===== src/rtl/pulse_seq_pkg.sv =====
// Shared encodings for the pulse sequence generator: rate modes, schedule FSM
// states and the preset half-period calculation.
package pulse_seq_pkg;

    typedef enum logic [1:0] {
        MODE_32HZ  = 2'd0,
        MODE_64HZ  = 2'd1,
        MODE_128HZ = 2'd2,
        MODE_SEQ   = 2'd3
    } mode_e;

    typedef enum logic [1:0] {
        ST_IDLE = 2'd0,
        ST_RUN  = 2'd1,
        ST_DONE = 2'd2
    } seq_state_e;

    // Half-period in clock cycles for a fixed rate; a full period is twice this.
    function automatic int unsigned preset_half(input int unsigned clk_hz, input mode_e mode);
        case (mode)
            MODE_32HZ:  return clk_hz / 64;
            MODE_64HZ:  return clk_hz / 128;
            MODE_128HZ: return clk_hz / 256;
            default:    return 0;
        endcase
    endfunction

endpackage


===== src/rtl/pulse_seq_gen_rate_divider.sv =====
// Half-period divider: toggles a phase every `half` enabled cycles and strobes
// on each low-to-high phase transition. New half-periods land only on toggles.
module rate_divider #(
    parameter int CNT_W      = 32,
    parameter bit IDLE_PHASE = 1'b0
) (
    input  logic             clk,
    input  logic             rst,
    input  logic             en,
    input  logic             restart,
    input  logic [CNT_W-1:0] half,
    output logic             phase,
    output logic             rise
);

    localparam logic [CNT_W-1:0] ONE = CNT_W'(1);

    logic [CNT_W-1:0] cnt_q, cnt_d;
    logic [CNT_W-1:0] half_q, half_d;
    logic             phase_q, phase_d;
    logic             rise_q, rise_d;

    // A zero half_q marks the divider idle, so the next requested half is taken at once.
    always_comb begin
        cnt_d   = cnt_q;
        half_d  = half_q;
        phase_d = phase_q;
        rise_d  = 1'b0;
        if (restart) begin
            cnt_d   = '0;
            half_d  = half;
            phase_d = IDLE_PHASE;
        end else if (!en) begin
            cnt_d   = '0;
            half_d  = '0;
            phase_d = IDLE_PHASE;
        end else if (half_q == '0) begin
            cnt_d   = '0;
            half_d  = half;
            phase_d = IDLE_PHASE;
        end else if (cnt_q == half_q - ONE) begin
            cnt_d   = '0;
            half_d  = half;
            phase_d = (half == '0) ? IDLE_PHASE : ~phase_q;
            rise_d  = ~phase_q & phase_d;
        end else begin
            cnt_d = cnt_q + ONE;
        end
    end

    always_ff @(posedge clk) begin
        if (rst) begin
            cnt_q   <= '0;
            half_q  <= '0;
            phase_q <= IDLE_PHASE;
            rise_q  <= 1'b0;
        end else begin
            cnt_q   <= cnt_d;
            half_q  <= half_d;
            phase_q <= phase_d;
            rise_q  <= rise_d;
        end
    end

    assign phase = phase_q;
    assign rise  = rise_q;

endmodule


===== src/rtl/pulse_seq_gen.sv =====
// Stepper pulse generator: three preset rates or a programmable rate/duration
// schedule, plus a 1 Hz strobe and a wrapping rising-edge counter.
module pulse_seq_gen
    import pulse_seq_pkg::*;
#(
    parameter int unsigned CLK_HZ    = 100_000_000,
    parameter int          CNT_W     = 32,
    parameter int          SEQ_DEPTH = 16,
    parameter int          PCNT_W    = 16
) (
    input  logic                         clk,
    input  logic                         rst,
    input  logic                         start,
    input  logic [1:0]                   mode,
    input  logic                         seq_wr_en,
    input  logic [$clog2(SEQ_DEPTH)-1:0] seq_wr_addr,
    input  logic [CNT_W-1:0]             seq_wr_half,
    input  logic [7:0]                   seq_wr_secs,
    input  logic                         pcnt_clr,
    output logic                         pulse,
    output logic                         pulse_rise,
    output logic                         tick_1hz,
    output logic [$clog2(SEQ_DEPTH)-1:0] seq_idx,
    output logic                         seq_done,
    output logic [PCNT_W-1:0]            pulse_cnt
);

    localparam int IDX_W = $clog2(SEQ_DEPTH);
    localparam logic [CNT_W-1:0] HALF_32   = CNT_W'(preset_half(CLK_HZ, MODE_32HZ));
    localparam logic [CNT_W-1:0] HALF_64   = CNT_W'(preset_half(CLK_HZ, MODE_64HZ));
    localparam logic [CNT_W-1:0] HALF_128  = CNT_W'(preset_half(CLK_HZ, MODE_128HZ));
    localparam logic [CNT_W-1:0] TICK_HALF = CNT_W'(CLK_HZ / 2);

    logic [CNT_W-1:0] tbl_half_q [SEQ_DEPTH];
    logic [7:0]       tbl_secs_q [SEQ_DEPTH];

    seq_state_e       state_q;
    logic [IDX_W-1:0] seq_idx_q;
    logic             seq_done_q;
    logic [CNT_W-1:0] cur_half_q;
    logic [7:0]       secs_left_q;
    logic [PCNT_W-1:0] pulse_cnt_q, pulse_cnt_d;

    logic             seq_go, tick_restart, tick_rise, tick_phase;
    logic             div_en, div_phase, div_rise, in_done, last_entry;
    logic [IDX_W-1:0] next_idx;
    logic [CNT_W-1:0] div_half;

    assign seq_go       = start && (mode == MODE_SEQ);
    assign tick_restart = (state_q == ST_IDLE) && seq_go && (tbl_secs_q[0] != 8'd0);
    assign next_idx     = seq_idx_q + IDX_W'(1);
    assign last_entry   = (seq_idx_q == IDX_W'(SEQ_DEPTH - 1));
    assign in_done      = (state_q == ST_DONE);
    assign div_en       = start && ((mode != MODE_SEQ) || (state_q == ST_RUN));

    always_ff @(posedge clk) begin
        if (rst) begin
            for (int i = 0; i < SEQ_DEPTH; i++) begin
                tbl_half_q[i] <= '0;
                tbl_secs_q[i] <= '0;
            end
        end else if (seq_wr_en) begin
            tbl_half_q[seq_wr_addr] <= seq_wr_half;
            tbl_secs_q[seq_wr_addr] <= seq_wr_secs;
        end
    end

    // Schedule sequencer; entries are read from the table only at load time.
    always_ff @(posedge clk) begin
        if (rst || !seq_go) begin
            state_q     <= ST_IDLE;
            seq_idx_q   <= '0;
            seq_done_q  <= 1'b0;
            cur_half_q  <= '0;
            secs_left_q <= '0;
        end else begin
            case (state_q)
                ST_IDLE: begin
                    if (tbl_secs_q[0] == 8'd0) begin
                        state_q    <= ST_DONE;
                        seq_done_q <= 1'b1;
                    end else begin
                        state_q     <= ST_RUN;
                        seq_idx_q   <= '0;
                        cur_half_q  <= tbl_half_q[0];
                        secs_left_q <= tbl_secs_q[0];
                    end
                end
                ST_RUN: begin
                    if (tick_rise) begin
                        if (secs_left_q == 8'd1) begin
                            if (last_entry || (tbl_secs_q[next_idx] == 8'd0)) begin
                                state_q    <= ST_DONE;
                                seq_done_q <= 1'b1;
                                cur_half_q <= '0;
                            end else begin
                                seq_idx_q   <= next_idx;
                                cur_half_q  <= tbl_half_q[next_idx];
                                secs_left_q <= tbl_secs_q[next_idx];
                            end
                        end else begin
                            secs_left_q <= secs_left_q - 8'd1;
                        end
                    end
                end
                ST_DONE: begin
                    state_q <= ST_DONE;
                end
                default: begin
                    state_q <= ST_IDLE;
                end
            endcase
        end
    end

    always_comb begin
        case (mode)
            MODE_32HZ:  div_half = HALF_32;
            MODE_64HZ:  div_half = HALF_64;
            MODE_128HZ: div_half = HALF_128;
            default:    div_half = (state_q == ST_RUN) ? cur_half_q : '0;
        endcase
    end

    rate_divider #(.CNT_W(CNT_W), .IDLE_PHASE(1'b0)) u_pulse_div (
        .clk     (clk),
        .rst     (rst),
        .en      (div_en),
        .restart (1'b0),
        .half    (div_half),
        .phase   (div_phase),
        .rise    (div_rise)
    );

    // Idle phase high makes the first strobe after a restart land a full second later.
    rate_divider #(.CNT_W(CNT_W), .IDLE_PHASE(1'b1)) u_tick_div (
        .clk     (clk),
        .rst     (rst),
        .en      (1'b1),
        .restart (tick_restart),
        .half    (TICK_HALF),
        .phase   (tick_phase),
        .rise    (tick_rise)
    );

    always_comb begin
        pulse_cnt_d = pcnt_clr ? '0 : pulse_cnt_q + PCNT_W'(pulse_rise);
    end

    always_ff @(posedge clk) begin
        if (rst) pulse_cnt_q <= '0;
        else     pulse_cnt_q <= pulse_cnt_d;
    end

    assign pulse      = div_phase & ~in_done;
    assign pulse_rise = div_rise & ~in_done;
    assign tick_1hz   = tick_rise & tick_phase;
    assign seq_idx    = seq_idx_q;
    assign seq_done   = seq_done_q;
    assign pulse_cnt  = pulse_cnt_q;

endmodule


===== config.mk =====
export PLATFORM = sky130hd
export DESIGN_NAME = pulse_seq_gen
export DESIGN_NICKNAME = d
export VERILOG_FILES = /design/src/rtl/pulse_seq_pkg.sv /design/src/rtl/pulse_seq_gen_rate_divider.sv /design/src/rtl/pulse_seq_gen.sv
export SDC_FILE = /design/constraint.sdc
export NUM_CORES = 1
export LEC_CHECK = 0
export CORE_ASPECT_RATIO = 1.1
export CORE_MARGIN = 2
export CORE_UTILIZATION = 38
export CTS_CLUSTER_SIZE = 28
export DETAILED_ROUTE_END_ITERATION = 16
export PLACE_DENSITY = 0.57
export SLEW_MARGIN = 20
export SYNTH_ARGS = -nofsm -noshare
export SYNTH_HDL_FRONTEND = slang
export SYNTH_SLANG_ARGS = --single-unit

===== constraint.sdc =====
create_clock -name clk -period 4.7 [get_ports clk]
set_clock_uncertainty 0.1 [all_clocks]
set_input_delay 0.94 -clock clk [delete_from_list [all_inputs] [get_ports clk]]
set_output_delay 0.94 -clock clk [all_outputs]
set_load 0.01 [all_outputs]

# After elaboration in Yosys (flattened, before gate mapping)

Memories as Yosys holds them, arrays and structs flattened.
Index checks and enable logic that the tools add are counted.

Register bits: 175
Memory bits (writable): 640
Input bits: 51
Output and inout bits: 24
Word-level logic and storage cells: 128
Memories kept: 2

Memory list:

| name       | depth | width | read ports | clocked after Yosys merged registers in | write ports | RTL line            | source |
|---|---|---|---|---|---|---|---|
| tbl_half_q | 16    | 32    | 2          | 0                                       | 16          | pulse_seq_gen.sv:34 | `logic [CNT_W-1:0] tbl_half_q [SEQ_DEPTH];` |
| tbl_secs_q | 16    | 8     | 2          | 0                                       | 16          | pulse_seq_gen.sv:35 | `logic [7:0] tbl_secs_q [SEQ_DEPTH];` |

Add/sub/neg operators: 7
Equality and inequality tests: 17
Mux-type cells: 44
Bitwise operators: 10
Reductions and logical operators: 34

Operators by type and width:

| kind                                                                 | number |
|---|---|
| 32-bit 2-to-1 mux                                                    | 8 |
| 32-bit zero test                                                     | 3 |
| 32-bit case mux with 3 select lines                                  | 1 |
| 26-bit 2-to-1 mux                                                    | 3 |
| 32-bit by 1-bit adder with 32-bit output, second input constant      | 2 |
| 32-bit == test                                                       | 2 |
| 32-bit case mux with 2 select lines                                  | 1 |
| 8-bit 2-to-1 mux                                                     | 5 |
| 32-bit OR reduction                                                  | 1 |
| 32-bit by 1-bit subtractor with 32-bit output, second input constant | 1 |
| 26-bit by 1-bit subtractor with 27-bit output, second input constant | 1 |
| 4-bit 2-to-1 mux                                                     | 6 |
| 16-bit by 1-bit adder with 16-bit output                             | 1 |
| 8-bit zero test                                                      | 2 |
| 8-bit case mux with 2 select lines                                   | 1 |
| 4-bit OR reduction                                                   | 4 |
| 1-bit 2-to-1 mux                                                     | 12 |
| 5-bit AND reduction                                                  | 2 |
| 8-bit by 1-bit == test with 1-bit output, second input constant      | 1 |
| 2-bit 2-to-1 mux                                                     | 4 |
| 2-bit by 1-bit != test with 1-bit output, second input constant      | 4 |
| 4-bit case mux with 2 select lines                                   | 1 |
| 4-bit AND reduction                                                  | 2 |
| 8-bit nonzero test                                                   | 1 |
| other kinds (21)                                                     | 43 |

# Longest topological paths before layout

An unclocked memory read counts as a cell.

Depth after elaboration: 8
Mapped depth: 13
Mapped depth without buffers: 10

# By module

Synthesis repeated with hierarchy kept, for this count alone.

Cells, all modules: 3371
Area total of the unflattened synthesis: 41523.6 um^2

By module, submodules not included:

| module                      | times used | cells each | area an instance (um^2) | sequential area each (um^2) |
|---|---|---|---|---|
| pulse_seq_gen               | 1          | 2358       | 32702.6                 | 20479.6 |
| rate_divider at u_tick_div  | 1          | 589        | 4757.1                  | 1321.3 |
| rate_divider at u_pulse_div | 1          | 424        | 4063.9                  | 1321.3 |

# Worst setup path after synthesis

Ideal clock, no wire load.

Kind: input to register
Start point: input rst
End point: memory tbl_half_q[1][0] (enable)
Setup time: 493 ps
Arrival: 4427 ps
Required time: 4107 ps
Slack: -320 ps
Stages on the path: 5
Path buffers: 1
Cell sequence: inv_1 -> nand2_1 -> or3_1 -> clkbuf_1 -> o21ai_0

RTL lines:

| element     | RTL line            | source |
|---|---|---|
| from (decl) | pulse_seq_gen.sv:12 | `input logic rst,` |
| to (decl)   | pulse_seq_gen.sv:34 |  |

# Final worst setup path

Start point: register seq_idx_q[1] (netlist: seq_idx[1])
End point: register seq_idx_q[0] (netlist: seq_idx[0])

Longest elaborated chain between the ends: 6
Elaborated cells between the ends (all ways): 7
Classes of those cells: add/sub: 1; eq/ne: 2; reduce/logical: 3; memory: 1

Ends and longest elaborated chain:

| element                                | RTL line            | source |
|---|---|---|
| from (decl)                            | pulse_seq_gen.sv:38 | `logic [IDX_W-1:0] seq_idx_q;` |
| from (signal assigned)                 | pulse_seq_gen.sv:97 | `seq_idx_q <= next_idx;` |
| 4-bit by 1-bit adder with 4-bit output | pulse_seq_gen.sv:51 | `assign next_idx = seq_idx_q + IDX_W'(1);` |
| memory read 16 x 8 bit                 | -                   |  |
| 8-bit zero test                        | pulse_seq_gen.sv:92 | `if (last_entry \|\| (tbl_secs_q[next_idx] == 8'd0)) begin` |
| 1-bit logical OR (*)                   | pulse_seq_gen.sv:92 |  |
| 2-bit != test (no line) (*)            | -                   |  |
| 5-bit AND reduction (no line) (*)      | -                   |  |

Mark *: on every way between the ends. The rest lies on a longest branch, timed or not.
A chain may end at the register's enable or synchronous reset.

==> summary.md <==
| Metric | Value |
|---|---|
| Fraction of layout cells with a size suffix above 1 | `0.160` |
| M1 WL | `43500 microns` |
| Worst-Margin Slew | `0.962 ns` |
| Synthesized area per cell | `13.5 sq um` |
| Crit path launch type | `register` |
| Yosys Warn Count | `0` |
| Status | `completed` |
| CTS Sinks | `804` |
| Hold Crit Class | `register to register` |
| Metal2 WL | `51500 microns` |
| DP Wirelength | `65200 microns` |
| Leak pwr | `14.4 nW` |
| Register-to-register setup slack | `0.62 ns` |
| Post-route ant nets | `0` |
| Met3 routed WL | `5880 microns` |
| Grt ovf | `0` |
| Asr flop ratio synth | `0` |
| Max Cap Viol | `0` |
| Die area | `101000 sq um` |
| Core area | `97400 sq um` |
| Reg2reg start | `seq_idx[1]` |
| Worst Setup SP | `seq_idx[1]` |
| Cell with the most instances after synthesis | `and2_1` |
| Post-Synthesis Cells | `2772` |
| Iteration-0 DRC count of the detailed router | `2169` |
| IO Port Bufs | `74` |
| Number of flops mapped to enable cells by yosys | `640` |
| First-pass GRT wire length | `154000 microns` |
| CP cell instances | `ha_4, mux2i_1, mux4_2, nand4_1, nor2_1, a211oi_1, and3_2, buf_12, o21ai_0, nor2_1` |
| Synth Cell Area | `37400 sq um` |
| CP Data Arrival Time | `4.56 ns` |
| Largest stage delay, worst path | `0.77 ns` |
| Commonest cells in the synthesized netlist | `649 x and2_1, 640 x edfxtp_1, 176 x mux4_2` |
| Reg-to-reg endpoint | `seq_idx[0]` |
| CTS Root Cell | `clkbuf_16` |
| CTS Hold Bufs | `0` |
| Top Layer Used | `met5` |
| Most frequent CP cell | `nor2_1` |
| Ys flop type | `edfxtp_1` |
| Top cells by area, synth | `edfxtp_1 51%, and2_1 11%, mux4_2 11%` |
| Total GRT Usage | `0.205` |
| Vias per cell | `5.48` |
| Post_cts resized | `0` |
| Pwr/cell area | `395 nW/um^2` |
| Post-layout nets | `2873` |
| Worst vdd ir | `0.000287 V` |
| Final Core Density | `0.440` |
| CTS tree | `built` |
| Final Slew Violations | `0` |
| Fmax | `245 MHz` |
| Setup repair bufs after CTS | `0` |
| Antenna violations before repair | `8` |
| Share of the synthesized area in the top cell type | `0.514` |
| Largest net degree at the start of global routing | `105` |
| Total Power | `0.0170 W` |
| Gpl congestion | `0.815` |
| Number of cell rows | `120` |
| Nature of the critical path endpoint | `register` |
| Vias in the first global route | `23600` |
| Sequential share of the synthesized area | `0.601` |
| Slew margin rel. | `0.357` |
| Crit-path slowest cell | `ha_4` |
| Final Cycle Share | `0.869` |
| Number of CTS-inserted buffers | `87` |
| H-tree Lvls | `3` |
| Worst r2r path cells | `10` |
| Cell variety after synth | `59` |
| Crit path to | `seq_idx[0]` |
| Fin crit period | `4.08 ns` |
| # DRC | `0` |
| CTS Buffer Depth | `3` |
| Final wirelength | `103000 microns` |
| Die Height | `333 microns` |
| WP data required | `5.18 ns` |
| Area growth syn-to-layout | `14.6%` |
| Kind of critical path | `register to register` |
| Die Width | `303 microns` |
| Via count | `22800` |
| Final Hold Vio Count | `0` |
| Syn nets | `2840` |
| WL per Instance | `24.7 microns` |
| Starting density of the core | `0.384` |
| Synth Register Bits | `804` |
| Worst Hold Depth | `1` |
| Reg clk slew, reported paths | `0.06 ns` |
| Endpoints failing setup | `0` |
| Worst-Skew Late Latency | `0.66 ns` |
| 1st-pass router iterations | `6` |
| RSZ-0062 raised after global routing | `no` |
| Largest area contributor in the synthesized netlist | `edfxtp_1` |
| Worst-path maximum fanout | `43` |
| I/O pin count | `75` |
| Worst hold slack | `0.359 ns` |
==> cells by family after synthesis <==
family / synth area share
compound gates: 0.0372
mux: 0.128
simple gates: 0.174
fa+ha+maj: 0.00568
buf+inv: 0.0251
xor+xnor: 0.0281
flops: 0.601
==> placed cells by master (no fill, tap or decap), drive strengths merged, types with 35 or more instances in the layout <==
cell type,Yosys,final
and2,649,649
and3,49,49
buf,37,82
clkbuf,175,115
clkdlybuf4s50,0,74
clkinv,0,35
dfxtp,164,164
edfxtp,640,640
mux2i,81,81
mux4,176,176
nand2,81,81
nand3,49,49
nor2,157,157
nor3,43,43
o21ai,47,47
xnor2,56,56
xor2,64,64
==> worst min-delay path by stage <==
| stage | start | end | slack (ns) |
|---|---|---|---|
| 4_1_cts | u_tick_div.phase | u_tick_div.rise | 0.37 |
| 5_1_grt | u_tick_div.phase | u_tick_div.rise | 0.39 |
| 2_1_floorplan | u_tick_div.cnt_q[0] | u_tick_div.cnt_q[0] | 0.33 |
| 3_3_place_gp | u_tick_div.cnt_q[0] | u_tick_div.cnt_q[0] | 0.34 |
| 3_5_place_dp | u_tick_div.phase | u_tick_div.rise | 0.36 |
| 6_report | u_tick_div.phase | u_tick_div.rise | 0.36 |
==> layer usage <==
metal	vias up	global-route usage
li1	10200	-
met3	139	0.0317
met4	6	0.0488
met2	645	0.348
met5	-	0
met1	11800	0.274
==> area by class of cell <==
type	count	area, sq um
multi-input cells	1733	14300
clock buffers	115	2400
fillers	8670	54600
diodes	1	2.50
clock inverters	49	460
well taps	1281	1600
repair buffers	156	1500
flip-flops and latches	804	22500
inverters	23	86.3
==> report_power, final <==
group	internal [W]	switching [W]
Clock	0.00400	0.00289
Combinational	0.000695	0.00117
Sequential	0.00803	0.000169
==> state kept, by name, indices dropped and copies added, names as in the netlist, 2 cells and up <==
register and cells:
cur_half_q 32, pulse_cnt 16, secs_left_q 8, seq_idx 4, state_q 2, tbl_half_q 512
tbl_secs_q 128, u_pulse_div.cnt_q 32, u_pulse_div.half_q 32, u_tick_div.cnt_q 32
==> worst max-delay path, delay by kind of cell (launching register included) <==
kind,cells,cell delay [ns]
AOI/OAI and AO/OA,2,0.74
adders and majority gates,1,0.77
buffers and inverters,1,0.24
DFF,1,0.35
muxes,2,0.77
and+or+nand+nor,4,0.97
==> through the flow <==
step	cell area (sq um)	setup TNS, ns	worst slack [ns]	std cells
after floorplan	37400	-30.05	-0.315	2772
after global placement	40000	0	0.795	3996
after detailed placement	40000	0	0.640	3996
after CTS	42900	0	0.585	4160
after global routing	42900	0	0.399	4161
final	42900	0	0.617	4162
Power figures use the tool's default switching activity.
